<file path="src/rtl/fetch_queue_pkg.sv">
// Constants and entry type shared by the PC register and the fetch queue.
// PC_DEFAULT is the architectural reset PC; NOP is the bubble instruction.
package fetch_queue_pkg;

   localparam logic [31:0] PC_DEFAULT = 32'h0000_3000;
   localparam logic [31:0] NOP        = 32'h0000_0000;

   typedef struct packed {
      logic [31:0] pc;
      logic [31:0] instr;
   } fq_entry_t;

endpackage

</file>
<file path="src/rtl/fetch_queue_if.sv">
// Fetch-to-decode handshake bundle for fetch_queue.
// master = fetch/decode side, slave = the queue itself.
interface fetch_queue_if #(
   parameter int unsigned DEPTH = 2
);

   logic                    in_valid;
   logic [31:0]             in_pc;
   logic [31:0]             in_instr;
   logic                    in_ready;
   logic                    out_valid;
   logic [31:0]             out_pc;
   logic [31:0]             out_instr;
   logic                    out_ready;
   logic                    flush;
   logic [$clog2(DEPTH):0]  count;

   modport master (
      output in_valid, in_pc, in_instr, out_ready, flush,
      input  in_ready, out_valid, out_pc, out_instr, count
   );

   modport slave (
      input  in_valid, in_pc, in_instr, out_ready, flush,
      output in_ready, out_valid, out_pc, out_instr, count
   );

endinterface

</file>
<file path="src/rtl/fetch_queue.sv">
// Instruction fetch queue: DEPTH-entry FIFO of {pc, instr} between the PC
// register and decode, with flush and PC_RESET/NOP outputs while empty.
module fetch_queue
   import fetch_queue_pkg::*;
#(
   parameter int unsigned DEPTH     = 2,
   parameter logic [31:0] PC_RESET  = PC_DEFAULT,
   parameter logic [31:0] NOP_INSTR = NOP
) (
   input  logic          clk,
   input  logic          reset,
   fetch_queue_if.slave  bus
);

   localparam int unsigned     PW   = $clog2(DEPTH);
   localparam int unsigned     CW   = PW + 1;
   localparam logic [CW-1:0]   FULL = CW'(DEPTH);

   fq_entry_t      mem [DEPTH];
   logic [PW-1:0]  rd_ptr;
   logic [PW-1:0]  wr_ptr;
   logic [CW-1:0]  count_q;
   logic           full;
   logic           empty;
   logic           push;
   logic           pop;
   fq_entry_t      head;

   assign full  = (count_q == FULL);
   assign empty = (count_q == '0);

   // in_ready depends on registered occupancy only, so a full queue
   // refuses a push even when decode pops in the same cycle.
   assign push = bus.in_valid & ~full;
   assign pop  = bus.out_ready & ~empty;

   always_ff @(posedge clk or negedge reset) begin
      if (!reset) begin
         rd_ptr  <= '0;
         wr_ptr  <= '0;
         count_q <= '0;
      end else if (bus.flush) begin
         rd_ptr  <= '0;
         wr_ptr  <= '0;
         count_q <= '0;
      end else begin
         if (push) wr_ptr <= wr_ptr + PW'(1);
         if (pop)  rd_ptr <= rd_ptr + PW'(1);
         case ({push, pop})
            2'b10:   count_q <= count_q + CW'(1);
            2'b01:   count_q <= count_q - CW'(1);
            default: count_q <= count_q;
         endcase
      end
   end

   // Storage is not reset; empty-state outputs are masked below instead.
   always_ff @(posedge clk) begin
      if (push && !bus.flush) begin
         mem[wr_ptr] <= '{pc: bus.in_pc, instr: bus.in_instr};
      end
   end

   assign head          = mem[rd_ptr];
   assign bus.in_ready  = ~full;
   assign bus.out_valid = ~empty;
   assign bus.out_pc    = empty ? PC_RESET  : head.pc;
   assign bus.out_instr = empty ? NOP_INSTR : head.instr;
   assign bus.count     = count_q;

   a_no_push_full: assert property (@(posedge clk) disable iff (!reset)
      (bus.in_valid && bus.in_ready) |-> !full);

   a_no_pop_empty: assert property (@(posedge clk) disable iff (!reset)
      (bus.out_valid && bus.out_ready) |-> !empty);

   a_count_range: assert property (@(posedge clk) disable iff (!reset)
      count_q <= FULL);

endmodule

</file>
<file path="src/flat_wrapper.sv">
// flat-port wrapper written by rule: the top's interface ports become plain ports
module fetch_queue_flat import fetch_queue_pkg::*;
#(
   parameter int unsigned DEPTH     = 2,
   parameter logic [31:0] PC_RESET  = PC_DEFAULT,
   parameter logic [31:0] NOP_INSTR = NOP
)
  (clk, reset, bus_in_valid, bus_in_pc, bus_in_instr, bus_out_ready, bus_flush, bus_in_ready, bus_out_valid, bus_out_pc, bus_out_instr, bus_count);
  fetch_queue_if #(.DEPTH(DEPTH)) bus_i ();
  input  logic clk;
  input  logic reset;
  input wire logic [$bits(bus_i.in_valid)-1:0] bus_in_valid;
  input wire logic [$bits(bus_i.in_pc)-1:0] bus_in_pc;
  input wire logic [$bits(bus_i.in_instr)-1:0] bus_in_instr;
  input wire logic [$bits(bus_i.out_ready)-1:0] bus_out_ready;
  input wire logic [$bits(bus_i.flush)-1:0] bus_flush;
  output wire logic [$bits(bus_i.in_ready)-1:0] bus_in_ready;
  output wire logic [$bits(bus_i.out_valid)-1:0] bus_out_valid;
  output wire logic [$bits(bus_i.out_pc)-1:0] bus_out_pc;
  output wire logic [$bits(bus_i.out_instr)-1:0] bus_out_instr;
  output wire logic [$bits(bus_i.count)-1:0] bus_count;
  assign bus_i.in_valid = bus_in_valid;
  assign bus_i.in_pc = bus_in_pc;
  assign bus_i.in_instr = bus_in_instr;
  assign bus_i.out_ready = bus_out_ready;
  assign bus_i.flush = bus_flush;
  assign bus_in_ready = bus_i.in_ready;
  assign bus_out_valid = bus_i.out_valid;
  assign bus_out_pc = bus_i.out_pc;
  assign bus_out_instr = bus_i.out_instr;
  assign bus_count = bus_i.count;
  fetch_queue #(.DEPTH(DEPTH), .PC_RESET(PC_RESET), .NOP_INSTR(NOP_INSTR)) u_core (.clk(clk), .reset(reset), .bus(bus_i));
endmodule
</file>
<file path="config.mk">
export PLATFORM = sky130hd
export DESIGN_NAME = fetch_queue_flat
export DESIGN_NICKNAME = d
export VERILOG_FILES = /design/src/rtl/fetch_queue_pkg.sv /design/src/rtl/fetch_queue_if.sv /design/src/rtl/fetch_queue.sv /design/src/flat_wrapper.sv
export SDC_FILE = /design/constraint.sdc
export NUM_CORES = 1
export LEC_CHECK = 0
export ABC_AREA = 1
export BUFFER_PORTS_ARGS = -buffer_cell sky130_fd_sc_hd__buf_2
export CAP_MARGIN = 30
export CORE_ASPECT_RATIO = 0.8
export CORE_UTILIZATION = 45
export DETAILED_ROUTE_END_ITERATION = 6
export GPL_TIMING_DRIVEN = 0
export PLACE_DENSITY = 0.7
export SLEW_MARGIN = 40
export SYNTH_ARGS = -nofsm -noshare
export SYNTH_HDL_FRONTEND = slang
export SYNTH_SLANG_ARGS = --single-unit
</file>
<file path="constraint.sdc">
create_clock -name clk -period 5.1 [get_ports clk]
set_clock_uncertainty 0.2 [all_clocks]
set_input_delay 1.02 -clock clk [delete_from_list [all_inputs] [get_ports clk]]
set_output_delay 1.02 -clock clk [all_outputs]
set_load 0.02 [all_outputs]
</file>
# Yosys cells after proc, flatten, opt, wreduce, memory -nomap -nowiden
# Memories as Yosys holds them, arrays and structs flattened.
# Cells that the tools add are included.
[op_classes] addsub=4 n_eq_ne=3 n_mux=10 bitwise_logic=4 reduce_logical=6
[ops] cell="32-bit 2-to-1 mux" n=2
[ops] cell="1-bit 2-to-1 mux" n=6
[ops] cell="2-bit == test (second input constant)" n=2
[ops] cell="2-bit case mux with 2 select lines" n=1
[ops] cell="2-bit nonzero test" n=2
[ops] cell="3-bit nonzero test" n=1
[ops] cell="1-bit adder (second input constant)" n=2
[ops] cell="2-bit by 1-bit adder with 2-bit output (second input constant)" n=1
[ops] cell="1-bit bitwise AND" n=2
[ops] cell="2-bit by 1-bit == test with 1-bit output (second input constant)" n=1
[ops] cell="2-bit logical NOT" n=1
[ops] cell="2-bit 2-to-1 mux" n=1
[ops] cell="1-bit inverter" n=2
[ops] cell="2-bit by 1-bit subtractor with 2-bit output (second input constant)" n=1
[ops] cell="1-bit logical AND" n=1
[ops] cell="1-bit logical NOT" n=1
[word_totals] ff_bits=4 ramBits=128 output_inout_bits=68 elab_cells=31 n_memories=1
[memory_table] memory="u_core.mem" words=2 width=64 rd=1 rd_ports_with_merged_regs=0 write_ports=1 line="fetch_queue.sv:19" text="fq_entry_t mem [DEPTH];"

# Logic depth before layout (Yosys ltp)
# Gate-level depths: netlist of run 1.
[logic_depth] depth_word=6 depth_mapped=7 ltp_nobuf=7

# Least setup slack after synthesis of run 1
# OpenSTA, ideal clock, no wires.
[synth_path] kind="input-to-reg" from="input bus_in_valid" to="memory u_core.mem[0][0] (netlist bit) (enable)" arrival_ns=3.965 setup_slack_ns=0.449 stages=4 cell_sequence="inv_1 -> a21oi_2 -> nand2_1 -> nor2_1"
[synth_via] elab_chain_len=4
[synth_rtl] element="start, declared" line="flat_wrapper.sv:12" text="input wire logic [$bits(bus_i.in_valid)-1:0] bus_in_valid;"
[synth_rtl] element="1-bit bitwise AND" line="fetch_queue.sv:34" text="assign push = bus.in_valid & ~full;"
[synth_rtl] element="1-bit logical AND" line="fetch_queue.sv:59" text="if (push && !bus.flush) begin"
[synth_rtl] element="1-bit 2-to-1 mux" line="fetch_queue.sv:59"
[synth_rtl] element="1-bit 2-to-1 mux (not written as such)" line="fetch_queue.sv:60" text="mem[wr_ptr] <= '{pc: bus.in_pc, instr: bus.in_instr};"
[synth_rtl] element="end, declared" line="fetch_queue.sv:19"
# No other way between the ends.

# Worst setup path in the final report of run 1
[layout_path] from="register u_core.count_q[0], in the netlist u_core.bus.count[0]" to="output bus_out_instr[25]"
[layout_via] elab_chain_len=2
[layout_rtl] element="start, declared" line="fetch_queue.sv:22" text="logic [CW-1:0] count_q;"
[layout_rtl] element="start signal, assigned" line="fetch_queue.sv:50" text="2'b10: count_q <= count_q + CW'(1);"
[layout_rtl] element="start signal, assigned" line="fetch_queue.sv:51" text="2'b01: count_q <= count_q - CW'(1);"
[layout_rtl] element="start signal, assigned" line="fetch_queue.sv:52" text="default: count_q <= count_q;"
[layout_rtl] element="2-bit logical NOT" line="fetch_queue.sv:30" text="assign empty = (count_q == '0);"
[layout_rtl] element="32-bit 2-to-1 mux" line="fetch_queue.sv:68" text="assign bus.out_instr = empty ? NOP_INSTR : head.instr;"
[layout_rtl] element="end, declared" line="flat_wrapper.sv:20" text="output wire logic [$bits(bus_i.out_instr)-1:0] bus_out_instr;"
# No other way between the ends.

==> results of run 1 <==
==> registers in the layout (all words and copies together), names as in the netlist <==
name and count:
u_core.mem 128, u_core.bus.count 2, u_core.rd_ptr 1, u_core.wr_ptr 1
==> synth_stat cells <==
cell type | n | area (µm²)
buf_2 | 18 | 90.1
nand2_2 | 1 | 6.26
dfrtp_1 | 4 | 100
inv_1 | 4 | 15.0
nand4_1 | 1 | 6.26
a21oi_2 | 1 | 8.76
nand3_1 | 6 | 30.0
nand2_1 | 139 | 522
inv_2 | 3 | 11.3
a21oi_1 | 63 | 315
o21ai_1 | 1 | 5.00
nor2_2 | 1 | 6.26
edfxtp_1 | 128 | 3840
o22ai_1 | 1 | 6.26
nor2_1 | 6 | 22.5
clkbuf_1 | 2 | 7.51
==> layout make-up <==
cell class                 instances  area share
tap                              144      0.0274
timing repair buffer             143       0.127
buffer                            20      0.0149
inverter                           7     0.00400
clock buffer                      17      0.0648
sequential                       132       0.600
multi-input combinational        220       0.144
clock inverter                    14      0.0175
==> worst min path at each step <==
stage	start	to	depth (start not counted)	slack, ps
2_1_floorplan	u_core.wr_ptr	u_core.wr_ptr	1	260
3_3_place_gp	u_core.wr_ptr	u_core.wr_ptr	1	280
3_5_place_dp	u_core.wr_ptr	u_core.wr_ptr	1	360
4_1_cts	reset	u_core.bus.count[1]	1	200
5_1_grt	reset	u_core.bus.count[1]	1	200
6_report	reset	u_core.bus.count[0]	1	210
==> power groups by stage <==
| stage | clock [µW] | combinational [µW] | sequential (µW) |
|---|---|---|---|
| 2_1_floorplan | 0 | 398 | 1310 |
| 3_3_place_gp | 0 | 628 | 1310 |
| 3_5_place_dp | 0 | 659 | 1310 |
| 4_1_cts | 1110 | 664 | 1280 |
| 5_1_grt | 1160 | 713 | 1290 |
| 6_report | 1090 | 656 | 1280 |
==> metal layers <==
layer / vias to the layer above / track usage
met3: 16 / 0.0622
met2: 121 / 0.307
met5: - / 0
met1: 1654 / 0.228
met4: 2 / 0.0979
li1: 1664 / -
==> cells by family (layout without fill, tap and decap cells) <==
| kind of cell | count (synthesis) | after routing | share of synthesized area |
|---|---|---|---|
| DFF | 132 | 132 | 0.789 |
| and+or+nand+nor | 154 | 154 | 0.119 |
| AOI/OAI and AO/OA | 66 | 66 | 0.0671 |
| buffers and inverters | 27 | 201 | 0.0248 |
==> per-stage QoR <==
step | instances | hold slack (ps) | worst slack, ps | area (µm²) | total power (µW)
after global placement | 659 | 276 | -1260 | 5860 | 1940
after global routing | 697 | 197 | 1860 | 6570 | 3160
after CTS | 697 | 197 | 1950 | 6570 | 3060
after detailed placement | 666 | 357 | 2270 | 6030 | 1960
after floorplan | 379 | 258 | 449 | 5000 | 1710
final | 697 | 210 | 2000 | 6570 | 3030
==> impl_metrics.py, run 1 <==
metrics = {
    "cts": {
        "cts_tree": "done",
        "clock-sinks": 132,
        "holdBufCountCts": 0,
        "h-tree-depth": 4,
        "cts_resized": 0,
        "post-cts-setup-buffers": 0,
        "cts-buffers-inserted": 17,
        "clockBufferDepth": 2,
        "worstSkewPairLatency_ps": 400,
        "clkSlewWorstSetupHoldPaths_ps": 50,
        "root_buffer": "clkbuf_16",
    },
    "synthesis": {
        "yosysSeqAreaShare": 0.789,
        "syn_inst": 379,
        "avgSynthCellArea_um2": 13.2,
        "synth.net_count": 448,
        "synth_cell_types": 16,
        "ys_ff_latch": 132,
        "yosysWarningCount": 0,
        "syn_area_um2": 5000,
    },
    "power": {
        "p_leak_uw": 0.00268,
        "combPwrFrac": 0.216,
        "p_sw_uw": 906,
        "p_sw_frac": 0.299,
        "ir_drop_mv": 0.344,
        "p_seq_frac": 0.423,
        "power.share.clock": 0.361,
        "cellInternalPower_uw": 2130,
        "p_per_area_nw_per_um2": 462,
    },
    "setup_path": {
        "criticalPathCategory": "reg -> out",
        "cp-startpoint": "u_core.bus.count[0]",
        "r2r_setup_slack_ps": 2920,
        "path_depth": 4,
        "slowest_delay_ps": 460,
        "endpoint_kind": "primary output",
        "path_cells": "nor2_2 -> buf_2 -> a21oi_1 -> buf_2",
        "crit_end": "bus_out_instr[25]",
        "crit_required_ps": 3880,
        "crit_family": "buffers and inverters",
        "cp.buffers_inverters": 2,
        "reg2reg_from": "u_core.bus.count[0]",
        "cp_slowest_cell": "dfrtp_1",
        "arrival_ps": 1880,
        "crit_fanout": 10,
        "rr_worst_depth": 6,
        "start_kind": "register",
        "r2r_end": "u_core.mem[1][19]",
        "worst_path_most_repeated_cell": "buf_2",
    },
    "cells_and_area": {
        "ff_latch_area_um2": 3940,
        "areaGrowthSynthToFinish_pct": 31.5,
        "drive_gt1_frac": 0.358,
        "postLayoutCoreUtil": 0.605,
        "diodes": 0,
        "fillCellCount": 891,
        "layout_commonest_cell": "buf_2",
        "layout.nets": 610,
        "multi_input_area_um2": 943,
        "layout_common_cells": "buf_2 (154), nand2_1 (139), edfxtp_1 (128)",
    },
    "detailed_routing": {
        "wl_per_cell_um": 15.1,
        "wl_met2_um": 5060,
        "drt_iter0_drc": 228,
        "drc": 0,
        "dr_wl_met3_um": 666,
        "vias_per_cell": 4.96,
        "vias": 3457,
        "routed.top_layer": "met5",
        "routed_wl_um": 10500,
        "wl_met1_um": 4640,
        "detail-route-antenna-nets": 0,
        "drt_pre_antenna_iters": 5,
    },
    "job": {
        "max-cap-violations": 0,
    },
    "grt": {
        "grt-ovfl-total": 0,
        "grt_pass1_vias": 3228,
        "grt_max_degree": 20,
        "antenna_found_initial": 1,
        "grt_first_pass_wirelength_um": 15700,
        "grt_usage": 0.189,
    },
    "status": {
        "outcome": "completed",
    },
    "floorplan": {
        "die-height_um": 96.2,
        "core-area_um2": 10800,
        "pin_count": 137,
        "start_util": 0.461,
        "die_w_um": 120,
        "die-area_um2": 11500,
        "rows": 34,
    },
    "sta": {
        "setup_viol": 0,
        "post-route-min-period_ps": 3100,
        "worstMarginPinSlew_ps": 570,
        "hold_violations": 0,
        "rsz0062_at_grt": "false",
        "max_freq_mhz": 323,
        "tns_ps": 0,
        "timing.final.crit_share": 0.607,
        "slew_headroom": 0.619,
        "slew_violations": 0,
    },
    "place": {
        "place.gp.congestion": 0.797,
        "dp_hpwl_um": 7090,
        "port_buffers": 136,
    },
    "min_path": {
        "hold_class": "in -> async",
    },
}
(Power assumes the default switching activity.)
==> run 2, diff against run 1 <==
- PLACE_DENSITY: 0.7 -> 0.73
- clock period: 5.1 -> 2.75 ns (I/O delays scaled with it)
==> run 2 against run 1 <==
Register-to-register slack got worse by 2200 ps. Hold slack lost 75 ps. Utilization grew 0.55 points. Sequential share of layout area down 0.54 points. Critical path type unchanged. Largest cell class unchanged.
==> impl_metrics.py, run 2 (synthesized netlist as in run 1, its figures left out) <==
metrics = {
    "power": {
        "p_total_uw": 5680,
        "power.share.clock": 0.364,
        "p_sw_uw": 1640,
        "p_per_area_nw_per_um2": 857,
        "p_seq_frac": 0.419,
        "p_leak_uw": 0.00270,
        "combPwrFrac": 0.217,
        "p_sw_frac": 0.289,
        "cellInternalPower_uw": 4040,
        "ir_drop_mv": 0.486,
    },
    "sta": {
        "max_freq_mhz": 387,
        "post-route-min-period_ps": 2580,
        "hold_violations": 0,
        "setup_slack_ps": 167,
        "slew_headroom": 0.660,
        "rsz0062_at_grt": "false",
        "worstMarginPinSlew_ps": 510,
        "timing.final.crit_share": 0.939,
        "setup_viol": 0,
        "slew_violations": 0,
    },
    "setup_path": {
        "arrival_ps": 1830,
        "reg2reg_from": "u_core.bus.count[0]",
        "crit_end": "bus_out_instr[30]",
        "endpoint_kind": "primary output",
        "criticalPathCategory": "reg -> out",
        "cp-startpoint": "u_core.bus.count[0]",
        "rr_worst_depth": 6,
        "crit_fanout": 10,
        "r2r_end": "u_core.mem[0][18]",
        "crit_required_ps": 2000,
        "r2r_setup_slack_ps": 770,
        "start_kind": "register",
    },
    "cells_and_area": {
        "areaGrowthSynthToFinish_pct": 32.7,
        "layout_commonest_cell": "buf_2",
        "fillCellCount": 873,
        "postLayoutCoreUtil": 0.611,
        "top_register": "u_core.mem",
        "layout.nets": 612,
        "layout_common_cells": "buf_2 (154), nand2_1 (139), edfxtp_1 (128)",
        "largest_reg_flops": 128,
        "postLayoutCellArea_um2": 6630,
        "drive_gt1_frac": 0.351,
    },
    "min_path": {
        "hold_class": "in -> reg",
    },
    "detailed_routing": {
        "drc": 0,
        "drt_pre_antenna_iters": 4,
        "detail-route-antenna-nets": 0,
        "vias": 3397,
        "routed_wl_um": 10500,
        "wl_per_cell_um": 14.9,
        "vias_per_cell": 4.85,
        "drt_iter0_drc": 188,
    },
    "cts": {
        "cts_tree": "done",
        "clkSlewWorstSetupHoldPaths_ps": 60,
        "h-tree-depth": 4,
        "root_buffer": "clkbuf_16",
        "clockBufferDepth": 2,
        "worstSkewPairLatency_ps": 400,
        "cts-buffers-inserted": 17,
        "clock-sinks": 132,
    },
    "place": {
        "port_buffers": 136,
        "place_ws_ps": 553,
        "dp_hpwl_um": 7030,
        "place.gp.congestion": 0.820,
        "placed_area_um2": 6070,
    },
    "floorplan": {
        "pin_count": 137,
        "rows": 34,
        "die-area_um2": 11500,
        "core-area_um2": 10800,
        "start_util": 0.461,
        "die-height_um": 96.2,
        "die_w_um": 120,
    },
    "grt": {
        "grt_usage": 0.185,
        "antenna_found_initial": 0,
        "grt_first_pass_wirelength_um": 15500,
        "grt-ovfl-total": 0,
        "grt_max_degree": 21,
        "grt_pass1_vias": 3074,
    },
    "job": {
        "max-cap-violations": 0,
    },
    "status": {
        "outcome": "completed",
    },
}
==> run 2: critical path, stage by stage, from the launching register on <==
cell	delay (ps)
dfrtp_1	450
nor2_2	410
buf_2	310
a21oi_1	90
buf_2	170
==> run 2: per-layer routing <==
layer | GRT usage | vias up | part of all wire
met4 | 0.0646 | 0 | 0.011
li1 | - | 1666 | -
met3 | 0.0687 | 13 | 0.067
met1 | 0.234 | 1606 | 0.44
met2 | 0.294 | 112 | 0.48
met5 | 0 | - | 0
==> run 2: worst min path at each step <==
stage | from | to | slack (ps) | cells after the start
after global routing | bus_in_pc[20] | u_core.mem[0][52] | 110 | 1
final | bus_in_pc[5] | u_core.mem[0][37] | 130 | 1
after CTS | bus_in_instr[27] | u_core.mem[0][27] | 120 | 1
after floorplan | reset | u_core.bus.count[0] | 50 | 0
after global placement | reset | u_core.bus.count[1] | 160 | 1
after detailed placement | reset | u_core.bus.count[1] | 160 | 1
==> run 2: layout make-up <==
type	instances	area (µm²)	share of cell area
inverters	7	26.3	0.00396
well taps	144	180	0.0272
multi-input cells	220	943	0.142
clock inverters	5	55.1	0.00831
diodes	1	2.50	0.000378
repair buffers	145	886	0.134
flip-flops and latches	132	3940	0.595
clock buffers	27	493	0.0744
plain buffers	20	97.6	0.0147
==> run 2: metrics by stage <==
step	std cells	hold slack (ps)	TNS, ps
5_1_grt	700	114	0
3_3_place_gp	659	159	-40200
3_5_place_dp	667	159	0
6_report	701	135	0
2_1_floorplan	379	54.4	0
4_1_cts	700	121	0
==> run 2: power by group through the flow <==
stage | clock network, µW | logic, µW | registers, µW
finish | 2070 | 1230 | 2380
CTS | 2090 | 1250 | 2380
detailed placement | 0 | 1240 | 2420
global placement | 0 | 1170 | 2420
floorplan | 0 | 743 | 2420
global route | 2180 | 1350 | 2390
==> run 2: what timing repair did <==
action / CTS / global route
hold buffers: 1 / 0
hold endpoints to repair: 4 / 0
resized for setup: 0 / 0
buffers inserted: 0 / 0
==> run 3, diff against run 2 <==
- ABC_AREA: 1 -> not set
- MAX_ROUTING_LAYER: not set -> met4
==> run 3 against run 2 <==
Flip-flop and latch count did not move. Utilization rose by 0.13 points. Clock power rose by 2%. Synthesized cell count fell by 22%. Global-route usage fell by 0.86 points. Sequential share of layout area fell by 0.32 points. Area after synthesis rose by 1.1%. Register-to-register slack got worse by 160 ps. Fmax fell by 2.6%. Sequential power fell by 3%. Count of clock-buffer cells in the layout fell by 10.
==> impl_metrics.py, run 3 <==
metrics = {
    "status": {
        "outcome": "completed",
    },
    "place": {
        "dp_cells": 588,
        "dp_hpwl_um": 6760,
        "port_buffers": 136,
        "place.gp.congestion": 0.779,
    },
    "cells_and_area": {
        "fin_cells": 621,
        "fillCellCount": 876,
        "layout.nets": 533,
        "drive_gt1_frac": 0.419,
        "layout_common_cells": "buf_2 (143), edfxtp_1 (128), mux2i_1 (64), nor2_1 (64), clkbuf_16 (17)",
        "diodes": 0,
        "largest_reg_flops": 128,
        "areaGrowthSynthToFinish_pct": 32.1,
        "layout_commonest_cell": "buf_2",
        "top_register": "u_core.mem",
    },
    "setup_path": {
        "arrival_ps": 1900,
        "cp_slowest_cell": "dfrtp_2",
        "path_cells": "nor2_2 -> buf_2 -> nor2_1 -> buf_2",
        "worst_path_most_repeated_cell": "buf_2",
        "criticalPathCategory": "reg -> out",
        "start_kind": "register",
        "endpoint_kind": "primary output",
        "crit_required_ps": 2000,
        "slowest_delay_ps": 460,
        "crit_fanout": 10,
    },
    "synthesis": {
        "syn_area_um2": 5050,
        "synth-async-reset-ratio": 0.0303,
        "synth_cell_types": 22,
        "synthTopCellsByCount": "edfxtp_1 (128), mux2i_1 (64), nor2_1 (64)",
        "ys_ff_latch": 132,
        "avgSynthCellArea_um2": 17.1,
        "yosysMostFrequentCell": "edfxtp_1",
        "synth_area_leaders": "edfxtp_1 (76%), mux2i_1 (13%), nor2_1 (4.8%)",
        "yosysSeqAreaShare": 0.781,
        "synth.net_count": 364,
        "synth_top_area_cell": "edfxtp_1",
        "yosysWarningCount": 0,
        "synth_top_flop_cell": "edfxtp_1",
        "synth_edf_count": 128,
        "synth_top_area_frac": 0.761,
        "syn_inst": 295,
    },
    "cts": {
        "clock-sinks": 132,
        "clkSlewWorstSetupHoldPaths_ps": 60,
        "clockBufferDepth": 2,
        "root_buffer": "clkbuf_16",
        "post-cts-setup-buffers": 0,
        "h-tree-depth": 4,
        "cts_resized": 0,
        "worstSkewPairLatency_ps": 400,
        "cts_tree": "done",
        "holdBufCountCts": 1,
        "cts-buffers-inserted": 17,
    },
    "sta": {
        "rsz0062_at_grt": "false",
        "setup_viol": 0,
        "tns_ps": 0,
        "slew_headroom": 0.656,
        "worstMarginPinSlew_ps": 515,
        "hold_violations": 0,
        "max_freq_mhz": 377,
        "post-route-min-period_ps": 2650,
        "slew_violations": 0,
        "timing.final.crit_share": 0.965,
    },
    "detailed_routing": {
        "routed_wl_um": 9430,
        "drt_pre_antenna_iters": 4,
        "wl_per_cell_um": 15.2,
        "drc": 0,
        "drt_iter0_drc": 171,
        "vias": 2961,
        "vias_per_cell": 4.77,
        "detail-route-antenna-nets": 0,
    },
    "power": {
        "p_sw_uw": 1110,
        "power.share.clock": 0.431,
        "combPwrFrac": 0.099,
        "ir_drop_mv": 0.382,
        "p_seq_frac": 0.470,
        "p_sw_frac": 0.226,
        "p_per_area_nw_per_um2": 736,
        "cellInternalPower_uw": 3800,
        "p_leak_uw": 0.00258,
    },
    "floorplan": {
        "pin_count": 137,
        "rows": 34,
        "die-height_um": 96.7,
        "core-area_um2": 10900,
        "start_util": 0.464,
        "die_w_um": 120,
        "die-area_um2": 11600,
    },
    "grt": {
        "antenna_found_initial": 0,
        "grt_first_pass_wirelength_um": 14800,
        "grt_usage": 0.176,
        "grt_pass1_vias": 3109,
        "grt-ovfl-total": 0,
        "grt_max_degree": 17,
    },
    "job": {
        "max-cap-violations": 0,
    },
    "min_path": {
        "hold_class": "in -> reg",
    },
}
run 3: worst paths after layout:
path | startpoint | to | slack (ps) | depth (start not counted)
hold / removal | bus_in_pc[2] | u_core.mem[0][34] | 140 | 1
hold reg to reg | u_core.wr_ptr | u_core.wr_ptr | 420 | 2
max in group asynchronous | reset | u_core.bus.count[0] | 1920 | 2
setup reg to reg | u_core.bus.count[1] | u_core.mem[1][58] | 610 | 7
min in group asynchronous | reset | u_core.bus.count[1] | 300 | 2
setup / recovery | u_core.bus.count[0] | bus_out_instr[24] | 100 | 4
run 3: stage by stage:
step	total power, µW	setup WS, ps	utilization	area, µm²	hold WS, ps
finish	4910	97.5	0.612	6670	135
global placement	2810	-1190	0.546	5950	156
CTS	4960	79.2	0.612	6670	120
detailed placement	2840	514	0.559	6090	164
global route	5080	14.7	0.612	6670	113
floorplan	2640	-323	-	5090	54.4
run 3: cell type report:
cell class / count / area [µm²] / share of cell area
sequential: 132 / 3950 / 0.592
multi-input combinational: 147 / 1030 / 0.154
timing repair buffer: 150 / 833 / 0.125
clock buffer: 17 / 425 / 0.0638
tap: 144 / 180 / 0.0270
clock inverter: 15 / 140 / 0.0210
buffer: 13 / 98.8 / 0.0148
inverter: 3 / 13.8 / 0.00206
run 3: power by group through the flow:
stage	clock network, µW	registers, µW	logic (µW)
6_report	2120	2310	485
5_1_grt	2240	2310	525
4_1_cts	2160	2310	493
3_5_place_dp	0	2350	490
3_3_place_gp	0	2350	460
2_1_floorplan	0	2350	288
run 3: critical path, delay by kind of cell (launching register included):
kind                   cells  cell delay, ps
and+or+nand+nor            2             530
buffers and inverters      2             500
DFF                        1             460
run 3: cell families after synthesis:
group,synth area share
muxes,0.127
AOI/OAI and AO/OA,0.0104
buffers and inverters,0.0218
and+or+nand+nor,0.0580
xor gates and xnor gates,0.00174
DFF,0.781
run 3: routing by layer:
metal / vias up / wire [µm] / track usage
met5: - / 0 / -
li1: 1444 / - / -
met4: 0 / 126 / 0.0627
met2: 96 / 4730 / 0.289
met1: 1407 / 4080 / 0.207
met3: 14 / 493 / 0.0519
